===== config.mk =====
export PLATFORM = sky130hd
export DESIGN_NAME = carfield_xilinx_rst_seq
export DESIGN_NICKNAME = d
export VERILOG_FILES = /design/src/rtl/carfield_xilinx_rst_seq.sv
export SDC_FILE = /design/constraint.sdc
export NUM_CORES = 1
export LEC_CHECK = 0
export CORE_MARGIN = 3
export CORE_UTILIZATION = 45
export DETAILED_ROUTE_END_ITERATION = 10
export PLACE_DENSITY_LB_ADDON = 0.08
export SETUP_SLACK_MARGIN = 0.5
export SLEW_MARGIN = 25
export SYNTH_ARGS = -nofsm -noshare
export SYNTH_HDL_FRONTEND = slang
export SYNTH_SLANG_ARGS = --single-unit

===== constraint.sdc =====
create_clock -name clk_i -period 2.7 [get_ports clk_i]
set_input_delay 0.81 -clock clk_i [delete_from_list [all_inputs] [get_ports clk_i]]
set_output_delay 0.81 -clock clk_i [all_outputs]
set_load 0.1 [all_outputs]

===== src/rtl/carfield_xilinx_rst_seq.sv =====
// carfield_xilinx_rst_seq
// ----------------------------------------------------------------------------
// FPGA reset and boot-mode sequencer for the Carfield SoC in the Xilinx top
// level. Drives the SoC power-on reset and latches the host and safety boot
// modes at the moment that reset is released.
//
// Release requires all of the following:
//   - the clock wizard is locked
//   - DDR calibration is done (when UseDdrCalib is set)
//   - the debounced board button is not pressed
//   - no VIO reset request is active
// Once those hold, the reset is kept asserted for HoldCycles more cycles.
// Every drop out of RUN is counted so a debugger can see how many restarts
// happened.
//
// Parameters:
//   HoldCycles      cycles soc_rst_no stays low once lock and calibration are
//                   good (>= 1)
//   DebounceCycles  consecutive high cycles before the button counts (>= 1)
//   UseDdrCalib     1 gates release on ddr_calib_done_i, 0 ignores it
//
// Ports:
//   clk_i               SoC clock
//   rst_i               synchronous active-high reset
//   clk_locked_i        clock-wizard lock (async, 2-flop synchronized)
//   ddr_calib_done_i    DDR calibration done (async, 2-flop synchronized)
//   ext_rst_i           board reset button (async, synchronized + debounced)
//   vio_rst_i           VIO reset request (already synchronous to clk_i)
//   boot_mode_i         host boot-mode switches (async, 2-flop synchronized)
//   boot_mode_safety_i  safety boot-mode switches (async, 2-flop synchronized)
//   soc_rst_no          SoC reset, active-low
//   boot_mode_o         host boot mode latched at release
//   boot_mode_safety_o  safety boot mode latched at release
//   rst_cnt_o           restarts since rst_i, saturating at 255
//   state_o             current sequencer state
// ----------------------------------------------------------------------------
module carfield_xilinx_rst_seq #(
  parameter int unsigned HoldCycles     = 1024,
  parameter int unsigned DebounceCycles = 2000,
  parameter bit          UseDdrCalib    = 1'b1
) (
  input  logic       clk_i,
  input  logic       rst_i,
  input  logic       clk_locked_i,
  input  logic       ddr_calib_done_i,
  input  logic       ext_rst_i,
  input  logic       vio_rst_i,
  input  logic [1:0] boot_mode_i,
  input  logic [1:0] boot_mode_safety_i,
  output logic       soc_rst_no,
  output logic [1:0] boot_mode_o,
  output logic [1:0] boot_mode_safety_o,
  output logic [7:0] rst_cnt_o,
  output logic [1:0] state_o
);

  localparam int unsigned HoldW = $clog2(HoldCycles + 1);
  localparam int unsigned DbW   = $clog2(DebounceCycles + 1);
  localparam logic [HoldW-1:0] HoldLast = HoldW'(HoldCycles - 1);
  localparam logic [DbW-1:0]   DbMax    = DbW'(DebounceCycles);

  typedef enum logic [1:0] {
    WAIT_LOCK  = 2'd0,
    WAIT_CALIB = 2'd1,
    HOLD       = 2'd2,
    RUN        = 2'd3
  } state_e;

  state_e state_q, state_d;

  logic       lock_meta, lock_s;
  logic       calib_meta, calib_s;
  logic       ext_meta, ext_s;
  logic [1:0] bm_meta, bm_s;
  logic [1:0] bms_meta, bms_s;

  logic [DbW-1:0]   db_cnt;
  logic [HoldW-1:0] hold_cnt;
  logic             ext_db;
  logic             calib_ok;
  logic             restart;

  // Two-flop synchronizers for every asynchronous board-level input. The
  // second stage is the only one the rest of the design looks at.
  always_ff @(posedge clk_i) begin
    if (rst_i) begin
      lock_meta  <= 1'b0;
      lock_s     <= 1'b0;
      calib_meta <= 1'b0;
      calib_s    <= 1'b0;
      ext_meta   <= 1'b0;
      ext_s      <= 1'b0;
      bm_meta    <= 2'b00;
      bm_s       <= 2'b00;
      bms_meta   <= 2'b00;
      bms_s      <= 2'b00;
    end else begin
      lock_meta  <= clk_locked_i;
      lock_s     <= lock_meta;
      calib_meta <= ddr_calib_done_i;
      calib_s    <= calib_meta;
      ext_meta   <= ext_rst_i;
      ext_s      <= ext_meta;
      bm_meta    <= boot_mode_i;
      bm_s       <= bm_meta;
      bms_meta   <= boot_mode_safety_i;
      bms_s      <= bms_meta;
    end
  end

  // Button debounce: count consecutive high samples and saturate. Only the
  // press is debounced; letting go clears the counter on the next edge so
  // the restart request drops right away.
  always_ff @(posedge clk_i) begin
    if (rst_i) begin
      db_cnt <= '0;
    end else if (!ext_s) begin
      db_cnt <= '0;
    end else if (db_cnt != DbMax) begin
      db_cnt <= db_cnt + DbW'(1);
    end
  end

  assign ext_db   = (db_cnt == DbMax);
  assign calib_ok = UseDdrCalib ? calib_s : 1'b1;
  assign restart  = ext_db | vio_rst_i;

  // State register.
  always_ff @(posedge clk_i) begin
    if (rst_i) begin
      state_q <= WAIT_LOCK;
    end else begin
      state_q <= state_d;
    end
  end

  // Next-state logic. A restart request beats everything else. Lock loss is
  // checked before calibration so a simultaneous change of both always goes
  // back to WAIT_LOCK.
  always_comb begin
    state_d = state_q;
    if (restart) begin
      state_d = WAIT_LOCK;
    end else begin
      case (state_q)
        WAIT_LOCK: begin
          if (lock_s) state_d = UseDdrCalib ? WAIT_CALIB : HOLD;
        end
        WAIT_CALIB: begin
          if (!lock_s)      state_d = WAIT_LOCK;
          else if (calib_s) state_d = HOLD;
        end
        HOLD: begin
          if (!lock_s || !calib_ok)     state_d = WAIT_LOCK;
          else if (hold_cnt == HoldLast) state_d = RUN;
        end
        RUN: begin
          if (!lock_s || !calib_ok) state_d = WAIT_LOCK;
        end
        default: state_d = WAIT_LOCK;
      endcase
    end
  end

  // Hold counter only runs while in HOLD. Outside HOLD it sits at zero, so
  // every entry into HOLD starts a fresh full-length hold.
  always_ff @(posedge clk_i) begin
    if (rst_i) begin
      hold_cnt <= '0;
    end else if (state_q != HOLD) begin
      hold_cnt <= '0;
    end else begin
      hold_cnt <= hold_cnt + HoldW'(1);
    end
  end

  // Boot modes are captured on the HOLD->RUN edge only. That way the SoC
  // sees stable straps for its whole run, whatever the switches do.
  always_ff @(posedge clk_i) begin
    if (rst_i) begin
      boot_mode_o        <= 2'b00;
      boot_mode_safety_o <= 2'b00;
    end else if (state_q == HOLD && state_d == RUN) begin
      boot_mode_o        <= bm_s;
      boot_mode_safety_o <= bms_s;
    end
  end

  // Restart counter for debug: one increment per exit from RUN. It
  // saturates so a flapping lock cannot wrap it back to a small value.
  always_ff @(posedge clk_i) begin
    if (rst_i) begin
      rst_cnt_o <= 8'd0;
    end else if (state_q == RUN && state_d != RUN && rst_cnt_o != 8'hFF) begin
      rst_cnt_o <= rst_cnt_o + 8'd1;
    end
  end

  // Outputs decode the state register only, so the SoC reset cannot glitch.
  always_comb begin
    soc_rst_no = (state_q == RUN);
    state_o    = state_q;
  end

endmodule


==> metrics.txt <==
# TYPE chip_impl_metric gauge
chip_impl_metric{name="detailedPlace.worstSlack",unit="ps"} 252
chip_impl_metric{name="placeableCoreArea",unit="sq um"} 4140
chip_impl_metric{name="antenna_left",unit=""} 0
chip_impl_metric{name="slowest_stage_delay_on_critical_path",unit="ps"} 510
chip_impl_metric{name="max-clock-path-buffers",unit=""} 2
chip_impl_info{name="launching_instance_or_port_of_the_critical_path",value="vio_rst_i"} 1
chip_impl_metric{name="dp.cells",unit=""} 280
chip_impl_metric{name="finClkSkew",unit="ps"} 4.84
chip_impl_metric{name="floorplan.die.width",unit="microns"} 72.6
chip_impl_info{name="tritoncts_clock_tree",value="yes"} 1
chip_impl_metric{name="placement_rows",unit=""} 23
chip_impl_metric{name="p_leak",unit="nW"} 0.890
chip_impl_metric{name="ys_seq_elements",unit=""} 50
chip_impl_metric{name="initial_core_util",unit=""} 0.482
chip_impl_metric{name="worst-path-buf-inv",unit=""} 2
chip_impl_metric{name="postRouteWirelength",unit="microns"} 3560
chip_impl_info{name="cp_top_family",value="buffers and inverters"} 1
chip_impl_metric{name="number_of_enable_type_register_cells_in_the_synthesized_netlist",unit=""} 0
chip_impl_metric{name="arrival",unit="ps"} 2380
chip_impl_metric{name="ir_worst_vdd",unit="mV"} 0.463
chip_impl_info{name="startpoint_type",value="input port"} 1
chip_impl_info{name="layout_top_registers",value="db_cnt x11, hold_cnt x11, rst_cnt_o x8"} 1
chip_impl_metric{name="yosysTopAreaCellShare",unit=""} 0.502
chip_impl_metric{name="layout_setup_ws",unit="ps"} 558
chip_impl_metric{name="synthesized_area_per_cell",unit="sq um"} 9.50
chip_impl_metric{name="worst_slew_pin_slew",unit="ps"} 616
chip_impl_metric{name="max_freq",unit="MHz"} 467
chip_impl_metric{name="power.density",unit="nW/um^2"} 554
chip_impl_info{name="worstPathCellList",value="clkdlybuf4s50_1 -> inv_1 -> o311ai_1 -> o21ba_2 -> or4_1 -> a21oi_1"} 1
chip_impl_metric{name="layout.cell_area.non_filler",unit="sq um"} 2370
chip_impl_metric{name="post_cts_buffers",unit=""} 0
chip_impl_info{name="postSynth.topFlopCell",value="sky130_fd_sc_hd__dfxtp_1"} 1
chip_impl_metric{name="crit_fanout",unit=""} 15
chip_impl_metric{name="clock_insertion_delay_at_the_later_pin_of_the_skew_report",unit="ps"} 300
chip_impl_metric{name="vias_per_cell",unit=""} 5.34
chip_impl_metric{name="worst_r2r_path_depth",unit=""} 7
chip_impl_info{name="min_path_type",value="flip-flop to flip-flop"} 1
chip_impl_metric{name="yosys.cell_types.count",unit=""} 42
chip_impl_info{name="timing.critical_path.to",value="rst_cnt_o[7]"} 1
chip_impl_info{name="cpMaxStageDelayCell",value="sky130_fd_sc_hd__or4_1"} 1
chip_impl_metric{name="synth.yosys.warnings",unit=""} 0
chip_impl_info{name="cts_root_buffer",value="sky130_fd_sc_hd__clkbuf_8"} 1
chip_impl_metric{name="remaining_drc_errors",unit=""} 0
chip_impl_metric{name="cts_hold_repair.buffers",unit=""} 0
chip_impl_info{name="regToRegStartpoint",value="db_cnt[0]"} 1
chip_impl_metric{name="track_usage",unit=""} 0.149
chip_impl_metric{name="finalMaxSlewViolations",unit=""} 0
chip_impl_metric{name="io_buffer_count",unit=""} 24
chip_impl_info{name="type_of_element_capturing_the_critical_path",value="flip-flop"} 1
chip_impl_metric{name="cts.reportedPaths.clkPinSlew",unit="ps"} 90
chip_impl_metric{name="drive_gt1_frac",unit=""} 0.147
chip_impl_metric{name="io_pins",unit=""} 25
chip_impl_metric{name="antenna-diode-count",unit=""} 0
chip_impl_metric{name="layout.core_utilization",unit=""} 0.572
chip_impl_metric{name="totalPowerFinal",unit="mW"} 1.31
chip_impl_metric{name="drtPass1Iterations",unit=""} 4
chip_impl_metric{name="sum_of_negative_setup_slack",unit="ps"} 0
chip_impl_metric{name="die-area",unit="sq um"} 5270
chip_impl_metric{name="fin_crit",unit="ps"} 2140
chip_impl_metric{name="post_cts_resize_count",unit=""} 0
chip_impl_metric{name="synth_cells",unit=""} 210
chip_impl_metric{name="finalHoldViolations",unit=""} 0
chip_impl_info{name="timing.setup.critical_path_class",value="input port to flip-flop"} 1
chip_impl_metric{name="cts_buffers",unit=""} 5
chip_impl_info{name="yosysTopAreaCell",value="sky130_fd_sc_hd__dfxtp_1"} 1
chip_impl_metric{name="grt.overflow.total",unit=""} 0
chip_impl_metric{name="place_hpwl",unit="microns"} 2560
chip_impl_metric{name="post-route-period-util",unit=""} 0.793
chip_impl_metric{name="async_flop_share",unit=""} 0
chip_impl_metric{name="timing.max_slew.rel_slack",unit=""} 0.586
chip_impl_metric{name="fin_nets",unit=""} 251
chip_impl_metric{name="routed-via-count",unit=""} 1539
chip_impl_metric{name="crit_required",unit="ps"} 2940
chip_impl_metric{name="cts.sinks",unit=""} 50
chip_impl_metric{name="detail_route.wl_per_cell",unit="microns"} 12.4
chip_impl_metric{name="timing.critical_path.depth",unit=""} 6
chip_impl_metric{name="first_pass_grt_wire_length",unit="microns"} 6320
chip_impl_info{name="r2r_end",value="rst_cnt_o[7]"} 1
chip_impl_metric{name="syn-cell-area",unit="sq um"} 2000
chip_impl_metric{name="finalNonFillerCells",unit=""} 288
chip_impl_metric{name="vias_in_the_first_global_route",unit=""} 1454
chip_impl_info{name="synth.area.top_cells",value="sky130_fd_sc_hd__dfxtp_1 50%, sky130_fd_sc_hd__nor2_1 4.7%, sky130_fd_sc_hd__nor2b_1 4.7%"} 1
chip_impl_metric{name="detail_route.iter0.violations",unit=""} 85
chip_impl_metric{name="syn_nets",unit=""} 224
chip_impl_info{name="rsz0062_at_grt",value="yes"} 1
chip_impl_metric{name="gp_routability_congestion",unit=""} 0.742
chip_impl_metric{name="timing.hold.ws",unit="ps"} 444
chip_impl_metric{name="setup_viol",unit=""} 0
chip_impl_metric{name="cap_viol_max_count",unit=""} 0
chip_impl_metric{name="grt_antenna_before_repair",unit=""} 0
chip_impl_metric{name="area_after_dpl",unit="sq um"} 2260
chip_impl_metric{name="clock_tree.htree_level_count",unit=""} 2
chip_impl_metric{name="area_growth",unit="%"} 18.7
chip_impl_metric{name="die_h",unit="microns"} 72.6
chip_impl_info{name="status",value="finished clean"} 1
chip_impl_metric{name="synth_seq_area_share",unit=""} 0.502
chip_impl_metric{name="worst-r2r-setup-slack",unit="ps"} 670
chip_impl_metric{name="grt_max_degree",unit=""} 19
-- area by class of cell --
cell class | count | area, sq um
fill | 379 | 1780
sequential | 50 | 1000
multi-input combinational | 149 | 950
timing repair buffer | 26 | 218
clock buffer | 5 | 68.8
tap | 50 | 62.6
clock inverter | 3 | 43.8
inverter | 5 | 22.5
-- synth_stat cells, types with 5 or more instances --
master	number
sky130_fd_sc_hd__nand2_1	7
sky130_fd_sc_hd__nand3_1	8
sky130_fd_sc_hd__or3_1	5
sky130_fd_sc_hd__a21oi_1	12
sky130_fd_sc_hd__nand4_1	5
sky130_fd_sc_hd__nor2b_1	15
sky130_fd_sc_hd__and3_1	6
sky130_fd_sc_hd__inv_1	5
sky130_fd_sc_hd__dfxtp_1	50
sky130_fd_sc_hd__xor2_1	5
sky130_fd_sc_hd__nor2_1	25
sky130_fd_sc_hd__mux2i_1	5
sky130_fd_sc_hd__o21ai_0	8
sky130_fd_sc_hd__xnor2_1	10
-- metal layers --
layer,vias to the layer above,wire length [microns],GRT usage
met1,721,1720,0.181
met4,0,42,0.0471
li1,785,-,-
met3,6,162,0.0482
met5,-,0,0
met2,27,1640,0.249
-- cells in the final DEF, fill, tap and decap left out, types with 2 or more instances in the layout --
cell type | synthesis | layout
sky130_fd_sc_hd__xnor2_1 | 10 | 10
sky130_fd_sc_hd__nor2b_1 | 15 | 15
sky130_fd_sc_hd__or4_1 | 2 | 2
sky130_fd_sc_hd__dfxtp_2 | 0 | 2
sky130_fd_sc_hd__xor2_1 | 5 | 5
sky130_fd_sc_hd__nand3_1 | 8 | 8
sky130_fd_sc_hd__clkbuf_8 | 0 | 5
sky130_fd_sc_hd__nand4b_1 | 2 | 2
sky130_fd_sc_hd__inv_1 | 5 | 4
sky130_fd_sc_hd__nor2_1 | 25 | 25
sky130_fd_sc_hd__clkdlybuf4s50_1 | 0 | 9
sky130_fd_sc_hd__a21oi_1 | 12 | 12
sky130_fd_sc_hd__or3_1 | 5 | 5
sky130_fd_sc_hd__nand3b_1 | 2 | 2
sky130_fd_sc_hd__nand2_1 | 7 | 7
sky130_fd_sc_hd__nor4_1 | 2 | 2
sky130_fd_sc_hd__nor3_1 | 4 | 4
sky130_fd_sc_hd__nand4_1 | 5 | 5
sky130_fd_sc_hd__or3_2 | 3 | 3
sky130_fd_sc_hd__dfxtp_1 | 50 | 48
sky130_fd_sc_hd__buf_4 | 1 | 17
sky130_fd_sc_hd__o21ai_0 | 8 | 8
sky130_fd_sc_hd__mux2i_1 | 5 | 5
sky130_fd_sc_hd__ha_1 | 4 | 4
sky130_fd_sc_hd__and3_1 | 6 | 6
sky130_fd_sc_hd__o31ai_1 | 2 | 2
-- power by group --
group          total [mW]  switching (mW)  internal [mW]
registers           0.751         0.00361          0.747
clock network       0.525           0.248          0.278
logic              0.0357          0.0151         0.0205
-- cells by family (layout without fill, tap and decap cells) --
group | Yosys count | count (layout) | share of synthesized area
and+or+nand+nor | 95 | 95 | 0.265
DFF | 50 | 50 | 0.502
AOI/OAI and AO/OA | 29 | 29 | 0.0897
xor gates and xnor gates | 15 | 15 | 0.0658
buffers and inverters | 11 | 39 | 0.0226
muxes | 6 | 6 | 0.0307
adders and majority gates | 4 | 4 | 0.0251
-- how the worst min path moves through the flow --
| stage | from | to | slack (ps) | depth (start not counted) |
|---|---|---|---|---|
| finish | bms_meta[0] | bms_s[0] | 440 | 1 |
| global route | bm_meta[1] | bm_s[1] | 460 | 1 |
| CTS | bms_meta[0] | bms_s[0] | 450 | 1 |
| detailed placement | bms_meta[0] | bms_s[0] | 430 | 1 |
| global placement | bms_meta[0] | bms_s[0] | 420 | 1 |
| floorplan | bm_meta[0] | bm_s[0] | 410 | 1 |
No activity file was read; power rests on OpenSTA's default activity.
